File: config.mk
export PLATFORM = sky130hd
export DESIGN_NAME = v_issue_ctrl
export DESIGN_NICKNAME = d
export VERILOG_FILES = /design/src/rtl/v_issue_ctrl.sv
export SDC_FILE = /design/constraint.sdc
export NUM_CORES = 1
export LEC_CHECK = 0
export CAP_MARGIN = 20
export CORE_ASPECT_RATIO = 1.25
export CORE_MARGIN = 2
export CORE_UTILIZATION = 60
export DETAILED_ROUTE_END_ITERATION = 16
export GPL_ROUTABILITY_DRIVEN = 1
export GPL_TIMING_DRIVEN = 0
export PLACE_DENSITY = 0.84
export SKIP_LAST_GASP = 1
export SLEW_MARGIN = 0
export SYNTH_ARGS = -nofsm -noshare
export SYNTH_HDL_FRONTEND = slang
export SYNTH_SLANG_ARGS = --single-unit
File: constraint.sdc
create_clock -name clk -period 7.93 [get_ports clk]
set_input_delay 1.586 -clock clk [delete_from_list [all_inputs] [get_ports clk]]
set_output_delay 1.586 -clock clk [all_outputs]
set_load 0.03 [all_outputs]
File: src/rtl/v_issue_ctrl.sv
// Scalar-side vector issue controller: buffers decoded vector instructions,
// issues them with rotating IDs, tracks outstanding work and handles flushes.
module v_issue_ctrl #(
    parameter int FIFO_DEPTH = 4,
    parameter int MAX_OUT    = 8
) (
    input  logic        clk,
    input  logic        reset,
    input  logic        flush,
    input  logic        in_valid,
    output logic        in_ready,
    input  logic [98:0] in_instr,
    output logic        I_start,
    output logic [2:0]  I_id,
    output logic        I_clear,
    output logic [4:0]  I_vs1,
    output logic [4:0]  I_vs2,
    output logic [4:0]  I_vd,
    output logic [4:0]  I_uimm5,
    output logic [31:0] I_RS1,
    output logic [31:0] I_RS2,
    output logic [3:0]  I_funct,
    output logic [1:0]  I_permute,
    output logic [1:0]  I_ALUSrc,
    output logic [1:0]  I_mode_lsu,
    output logic        I_mask_en,
    output logic        I_dmr,
    output logic        I_dmw,
    output logic        I_reg_we,
    output logic        I_mem_reg,
    input  logic        stall,
    input  logic        DONE,
    output logic [3:0]  outstanding,
    output logic        busy,
    output logic        err_underflow
);

    localparam int PTR_W = $clog2(FIFO_DEPTH);
    localparam int CNT_W = PTR_W + 1;

    typedef enum logic [1:0] {
        IDLE     = 2'd0,
        ISSUE    = 2'd1,
        MEM_WAIT = 2'd2,
        CLEAR    = 2'd3
    } state_e;

    state_e             state_q, state_d;
    logic [98:0]        mem_q [FIFO_DEPTH];
    logic [PTR_W-1:0]   wr_ptr_q, wr_ptr_d;
    logic [PTR_W-1:0]   rd_ptr_q, rd_ptr_d;
    logic [CNT_W-1:0]   count_q, count_d;
    logic [2:0]         id_cnt_q, id_cnt_d;
    logic [3:0]         out_cnt_q, out_cnt_d;
    logic               start_q, start_d;
    logic               clear_q, clear_d;
    logic [2:0]         id_q, id_d;
    logic [98:0]        instr_q, instr_d;
    logic               err_q, err_d;
    logic               flush_q;

    logic        fifo_full;
    logic        push;
    logic        issue;
    logic        retire;
    logic [98:0] head;
    logic        head_mem;

    assign fifo_full = (count_q == CNT_W'(FIFO_DEPTH));
    // Registered state only: a pop this cycle never reopens in_ready this cycle.
    assign in_ready  = reset && !fifo_full && !flush && (state_q != CLEAR);
    assign push      = in_valid && in_ready;
    assign head      = mem_q[rd_ptr_q];
    assign head_mem  = (count_q != '0) && (head[5] || head[4]);
    assign retire    = DONE && (out_cnt_q != 4'd0);

    // NOTE: every variable gets a default before the case so no latch is inferred.
    always_comb begin
        state_d  = state_q;
        issue    = 1'b0;
        wr_ptr_d = wr_ptr_q;
        rd_ptr_d = rd_ptr_q;
        count_d  = count_q;
        id_cnt_d = id_cnt_q;
        out_cnt_d = out_cnt_q;
        id_d     = id_q;
        instr_d  = instr_q;
        err_d    = err_q || (DONE && (out_cnt_q == 4'd0));
        clear_d  = flush && !flush_q;

        unique case (state_q)
            IDLE: begin
                if (push || (count_q != '0)) state_d = ISSUE;
            end
            ISSUE: begin
                if (head_mem && (out_cnt_q != 4'd0)) begin
                    state_d = MEM_WAIT;
                end else if ((count_q != '0) && !stall && !start_q &&
                             (out_cnt_q < 4'(MAX_OUT))) begin
                    issue = 1'b1;
                    if ((count_q == CNT_W'(1)) && !push) state_d = IDLE;
                end else if ((count_q == '0) && !push) begin
                    state_d = IDLE;
                end
            end
            MEM_WAIT: begin
                if ((out_cnt_q == 4'd0) || ((out_cnt_q == 4'd1) && DONE)) state_d = ISSUE;
            end
            CLEAR: begin
                state_d = IDLE;
            end
            default: state_d = IDLE;
        endcase

        if (push) begin
            wr_ptr_d = wr_ptr_q + PTR_W'(1);
        end
        if (issue) begin
            rd_ptr_d = rd_ptr_q + PTR_W'(1);
            id_d     = id_cnt_q;
            id_cnt_d = id_cnt_q + 3'd1;
            instr_d  = head;
        end
        if (push && !issue) count_d = count_q + CNT_W'(1);
        else if (!push && issue) count_d = count_q - CNT_W'(1);

        if (issue && !retire) out_cnt_d = out_cnt_q + 4'd1;
        else if (!issue && retire) out_cnt_d = out_cnt_q - 4'd1;

        // Flush overrides everything above, including a same-cycle push or issue.
        if (flush) begin
            state_d   = CLEAR;
            issue     = 1'b0;
            wr_ptr_d  = '0;
            rd_ptr_d  = '0;
            count_d   = '0;
            id_cnt_d  = 3'd0;
            out_cnt_d = 4'd0;
            id_d      = id_q;
            instr_d   = instr_q;
        end
        start_d = issue;
    end

    // NOTE: the buffer storage has no reset; only pointers and count define validity.
    always_ff @(posedge clk) begin
        if (push) mem_q[wr_ptr_q] <= in_instr;
    end

    // NOTE: sequential state uses non-blocking assignments so all registers update together.
    always_ff @(posedge clk or negedge reset) begin
        if (!reset) begin
            state_q   <= IDLE;
            wr_ptr_q  <= '0;
            rd_ptr_q  <= '0;
            count_q   <= '0;
            id_cnt_q  <= 3'd0;
            out_cnt_q <= 4'd0;
            start_q   <= 1'b0;
            clear_q   <= 1'b0;
            id_q      <= 3'd0;
            instr_q   <= '0;
            err_q     <= 1'b0;
            flush_q   <= 1'b0;
        end else begin
            state_q   <= state_d;
            wr_ptr_q  <= wr_ptr_d;
            rd_ptr_q  <= rd_ptr_d;
            count_q   <= count_d;
            id_cnt_q  <= id_cnt_d;
            out_cnt_q <= out_cnt_d;
            start_q   <= start_d;
            clear_q   <= clear_d;
            id_q      <= id_d;
            instr_q   <= instr_d;
            err_q     <= err_d;
            flush_q   <= flush;
        end
    end

    assign I_start       = start_q;
    assign I_clear       = clear_q;
    assign I_id          = id_q;
    assign I_vs1         = instr_q[98:94];
    assign I_vs2         = instr_q[93:89];
    assign I_vd          = instr_q[88:84];
    assign I_RS1         = instr_q[83:52];
    assign I_RS2         = instr_q[51:20];
    assign I_uimm5       = instr_q[19:15];
    assign I_funct       = instr_q[14:11];
    assign I_permute     = instr_q[10:9];
    assign I_mask_en     = instr_q[8];
    assign I_ALUSrc      = instr_q[7:6];
    assign I_dmr         = instr_q[5];
    assign I_dmw         = instr_q[4];
    assign I_reg_we      = instr_q[3];
    assign I_mem_reg     = instr_q[2];
    assign I_mode_lsu    = instr_q[1:0];
    assign outstanding   = out_cnt_q;
    assign busy          = (count_q != '0) || (out_cnt_q != 4'd0) || (state_q != IDLE);
    assign err_underflow = err_q;

endmodule

; ---- Word level (Yosys, flattened, before mapping)
; Memories as Yosys holds them, arrays and structs flattened.
; Cells that the tools add are included.
[totals]
regBits = 122
ram_bits = 396
in_bits = 105
out_inout_bits = 111
word_cells = 104
n_memories = 1
[memory_table]
columns = name, depth, width, rd, rd_ports_with_merged_regs, write_ports, line
row1 = mem_q, 4, 99, 1, 0, 1, 49  ; logic [98:0] mem_q [FIFO_DEPTH];
[classes]
add_sub_neg = 7
n_lt_le_gt_ge = 1
eq_ne = 11
n_mux = 26
bitwise = 1
reduce_logical = 45
[ops]
columns = operator, count
row1 = 2-bit two-way mux, 11
row2 = 1-bit logical AND, 19
row3 = 3-bit two-way mux, 5
row4 = 4-bit two-way mux, 3
row5 = 5-bit != test (second input constant), 2
row6 = 3-bit nonzero test, 3
row7 = 1-bit logical NOT, 8
row8 = 2-bit one-hot mux with 4 select lines, 1
row9 = 3-bit by 1-bit adder with 3-bit output (second input constant), 2
row10 = 1-bit logical OR, 6
row11 = 1-bit two-way mux, 6
row12 = 3-bit != test (second input constant), 2
row13 = 2-bit nonzero test, 3
row14 = 2-bit by 1-bit adder with 2-bit output (second input constant), 2
row15 = 4-bit by 1-bit adder with 4-bit output (second input constant), 1
row16 = 2-bit equality test (second input constant), 2
row17 = 4-bit by 1-bit equality test with 1-bit output (second input constant), 1
row18 = 4-bit logical NOT, 1
row19 = 4-bit < comparator (second input constant), 1
row20 = 4-bit AND reduction, 1
row21 = 4-bit nonzero test, 1
row22 = 4-bit by 1-bit subtractor with 4-bit output (second input constant), 1
row23 = 3-bit by 1-bit equality test with 1-bit output (second input constant), 1
row24 = 3-bit equality test (second input constant), 1
row25 = other kinds (7), 7

; ---- Logic depth before layout (Yosys ltp)
[depth]
word_depth = 13
mapped_depth = 10
mapped_depth_nobuf = 7

; ---- Worst setup path before layout
; No wires, ideal clock.
[synth_path]
path_type = input -> register
startpoint = input flush
endpoint = memory mem_q[0][0] (enable)
setup_time_ns = 0.469
arrival_ns = 4.788
slack_ns = 2.673
cell_stages = 5
path_buffers = 2
cell_sequence = clkbuf_1 nor2b_1 and4_1 clkbuf_1 and2_1
[synth_via]
elab_chain_len = 6
[synth_lines]
columns = item, line
row1 = "start, declared", 9  ; input logic flush,
row2 = 1-bit logical NOT, 71  ; assign in_ready = reset && !fifo_full && !flush && (state_q != CLEAR);
row3 = 1-bit logical AND (2 in a row), 71
row4 = 1-bit logical AND, 72  ; assign push = in_valid && in_ready;
row5 = 1-bit two-way mux, 147  ; if (push) mem_q[wr_ptr_q] <= in_instr;
row6 = 1-bit two-way mux (not written as such), 147
row7 = "end, declared", 49
; Every way passes these cells.

; ---- Worst setup path after layout
[layout_path]
startpoint = input flush
endpoint = output in_ready
[layout_via]
elab_chain_len = 3
[layout_lines]
columns = item, line
row1 = 1-bit logical NOT, 71
row2 = 1-bit logical AND (2 in a row), 71
row3 = "end, declared", 11  ; output logic in_ready,
; Every way passes these cells.

==> reports/metrics.yaml <==
global_route:
  grt_antenna_before_repair: 3
  grt.total_usage: 0.233
  number_of_global_route_vias_before_repair: 10100
  grt_start_max_net_pins: 81
  global_route_wire_length_before_repair_mm: 58.0
  grt_overflow: 0
setup_path:
  endpoint_kind: "output port"
  critical_path.startpoint: "flush"
  critical_path_required_ns: 6.34
  worstReg2RegStart: "rd_ptr_q[1]"
  cp_data_arrival_time_ns: 3.43
  reg2reg_slack_ns: 4.83
  worstSetupStartpointType: "input pin"
  start_to_end_type_of_the_worst_setup_path: "in -> out"
  critical_path_peak_fanout: 9
sta:
  final.setup_skew_ns: 0.0105
  slew_viol_final: 0
  slew_headroom: 0.365
  postLayoutSetupSlackWorst_ns: 2.92
  finalSetupViolCount: 0
  hold-worst-slack_ns: 0.406
  setup-tns-final_ns: 0
  min_period_ns: 5.01
  rsz0062_at_grt: "false"
  fmaxAchievable_ghz: 0.200
  min_period_over_period: 0.632
  report.final.hold_viol_count: 0
  tightestPinTransition_ns: 0.953
min_path:
  hp-class: "reg -> reg"
  hp-start: "flush_q"
clock_tree:
  clock_latency_ns: 0.56
  tritoncts: "yes"
  clock_tree.root_cell: "sky130_fd_sc_hd__clkbuf_16"
  tritoncts.num_buffers: 47
  count_of_buffers_added_by_post_cts_timing_repair_for_setup: 0
  clock_tree.buffer_depth: 3
  htree_num_levels: 2
  cts_num_sinks: 518
  cts_hold_buf: 0
  ctsResizeCount: 0
  clk_transition_reported_paths_ns: 0.06
cells_and_area:
  layout.cell_area.non_filler_mm2: 0.0237
  design.final.nets: 1249
  area_growth_syn_to_layout_pct: 22.8
  nFillCells: 1732
  finish.utilization: 0.746
  fraction_of_layout_instances_using_a_drive_strength_above_1: 0.196
die:
  chipHeight_um: 204
  floorplan.initialDensity: 0.608
  core_region_area_mm2: 0.0317
  fp.dieW_um: 164
  number_of_placed_i_o_pins: 216
  floorplan.die_area_mm2: 0.0336
  floorplan.rows: 73
logic_synthesis:
  post_synth_instance_area_mm2: 0.0193
  synth-seq-cells: 518
  yosysUniqueCellTypes: 42
  synth_flop_cell: "sky130_fd_sc_hd__edfxtp_1"
  synth.largest_area_cell: "sky130_fd_sc_hd__edfxtp_1"
  synth_nets: 979
  most_common_cell_in_the_netlist: "sky130_fd_sc_hd__edfxtp_1"
  ys_seq_area_frac: 0.776
  post_synth.cell_area_avg_um2: 22.4
  async_flop_share: 0.236
  synth.top_cell.area_share: 0.617
  syn_warnings: 0
  synthesis.instances: 862
  post_synth_most_frequent_cells: "sky130_fd_sc_hd__edfxtp_1, sky130_fd_sc_hd__dfrtp_1, sky130_fd_sc_hd__mux4_2, sky130_fd_sc_hd__mux2_1, sky130_fd_sc_hd__mux2_2"
  synth-edff-count: 396
  ys_top_cells_by_area: "sky130_fd_sc_hd__edfxtp_1, sky130_fd_sc_hd__dfrtp_1, sky130_fd_sc_hd__mux4_2, sky130_fd_sc_hd__mux2_1, sky130_fd_sc_hd__mux2_2"
routing:
  drt-wirelength-per-cell_um: 23.7
  totalWireLength_mm: 37.6
  antenna_violating_nets_post_route: 0
  drt_drc_violations_left: 0
  detailedRoute.firstPassIterationCount: 5
  dr_total_vias: 9267
  detailedRoute.firstIterationViolations: 627
  routed_via_density: 5.85
power:
  power_switching_w: 0.00197
  static-leakage-power_nw: 8.31
  ir_drop_uv: 263
  power_frac_comb: 0.218
  cellInternalPower_w: 0.00520
  pwr-share-seq: 0.471
  sw_frac_of_total: 0.275
  power-per-cell-area_mw_per_mm2: 303
  clock_share_of_power: 0.311
run_status:
  outcome: "complete, no violations"
run:
  maxCapViolations: 0
placed_design:
  post-place-ws_ns: 2.92
  placed_cell_area_mm2: 0.0221
  hpwlAfterDp_mm: 22.8
  place.port_buffers: 215
  rd_place_congestion: 0.802
## flip-flops by register name (all words and copies together) (netlist names)
name / flops
flush_q: 1
instr_q: 99
rd_ptr_q: 2
id_cnt_q: 3
mem_q: 396
outstanding: 4
I_start: 1
state_q: 2
err_underflow: 1
I_clear: 1
wr_ptr_q: 2
I_id: 3
count_q: 3
## worst paths after layout
check	end	cells past startpoint
worst min-delay path	I_clear	1
worst min register to register	I_clear	1
max in group asynchronous	instr_q[47]	2
min in group asynchronous	instr_q[0]	1
worst max register to register	instr_q[53]	8
worst max-delay path	in_ready	5
## power by group through the flow
stage          clock, W  combinational [W]  sequential (W)
2_1_floorplan         0           0.000350         0.00389
3_3_place_gp          0            0.00153         0.00342
3_5_place_dp          0            0.00157         0.00343
4_1_cts         0.00227            0.00158         0.00338
5_1_grt         0.00238            0.00164         0.00341
6_report        0.00223            0.00157         0.00338
## cells in the final DEF (no fill, tap or decap), types with 3 or more instances in the layout
cell type                         instances
sky130_fd_sc_hd__mux4_2                  99
sky130_fd_sc_hd__buf_16                   6
sky130_fd_sc_hd__inv_6                    3
sky130_fd_sc_hd__clkinv_1                 5
sky130_fd_sc_hd__nor2_1                  13
sky130_fd_sc_hd__nand2_1                 11
sky130_fd_sc_hd__and2_4                   4
sky130_fd_sc_hd__edfxtp_1               396
sky130_fd_sc_hd__nand3_1                  6
sky130_fd_sc_hd__mux2_1                  69
sky130_fd_sc_hd__clkbuf_1                40
sky130_fd_sc_hd__bufinv_16                3
sky130_fd_sc_hd__nor2b_1                  4
sky130_fd_sc_hd__buf_2                    3
sky130_fd_sc_hd__buf_4                    3
sky130_fd_sc_hd__mux2_2                  35
sky130_fd_sc_hd__clkdlybuf4s50_1        214
sky130_fd_sc_hd__inv_1                    9
sky130_fd_sc_hd__dfrtp_1                122
sky130_fd_sc_hd__ha_1                    12
sky130_fd_sc_hd__clkbuf_16               49
sky130_fd_sc_hd__clkinv_2                 4
sky130_fd_sc_hd__a21oi_1                  5
sky130_fd_sc_hd__clkbuf_8                 7
sky130_fd_sc_hd__buf_6                    9
sky130_fd_sc_hd__xnor2_1                  7
## worst max-delay path, stage by stage
cell	delay, ns
sky130_fd_sc_hd__clkdlybuf4s50_1	0.47
sky130_fd_sc_hd__clkbuf_1	0.41
sky130_fd_sc_hd__nor2b_1	0.14
sky130_fd_sc_hd__and3_1	0.23
sky130_fd_sc_hd__clkdlybuf4s50_1	0.59
## metal layers
layer	vias up	global-route usage	share of wire	wire, µm
met5	-	0	0.00043	16
met3	84	0.0479	0.056	2100
met1	4841	0.293	0.38	14500
met4	2	0.0833	0.035	1320
met2	304	0.405	0.52	19800
li1	4036	-	-	-
## logic make-up (layout without fill, tap and decap cells)
logic type | Yosys count | after routing | synth area share
flops | 518 | 518 | 0.776
mux | 204 | 204 | 0.177
simple gates | 54 | 54 | 0.0149
buf+inv | 47 | 356 | 0.0131
compound gates | 18 | 18 | 0.00747
fa+ha+maj | 12 | 12 | 0.00779
xor+xnor | 9 | 9 | 0.00409
other cells | 0 | 2 | 0
## final cells by class
type                            count  area [µm²]  area share
Clock inverter                     15         155     0.00656
Clock buffer                       73        1390      0.0586
Antenna cell                        2        5.00    0.000212
Sequential cell                   518       14900       0.632
Tap cell                          412         515      0.0218
Inverter                            9        33.8     0.00143
Buffer                             38         218     0.00920
Multi-Input combinational cell    297        4080       0.173
Timing Repair Buffer              221        2320      0.0980
## stage by stage
| stage | total power (W) | std cells |
|---|---|---|
| 6_report | 0.00718 | 1585 |
| 5_1_grt | 0.00743 | 1584 |
| 4_1_cts | 0.00724 | 1583 |
| 3_5_place_dp | 0.00499 | 1495 |
| 3_3_place_gp | 0.00495 | 1489 |
| 2_1_floorplan | 0.00424 | 862 |
Note: power is estimated with default switching activity, not from simulation.
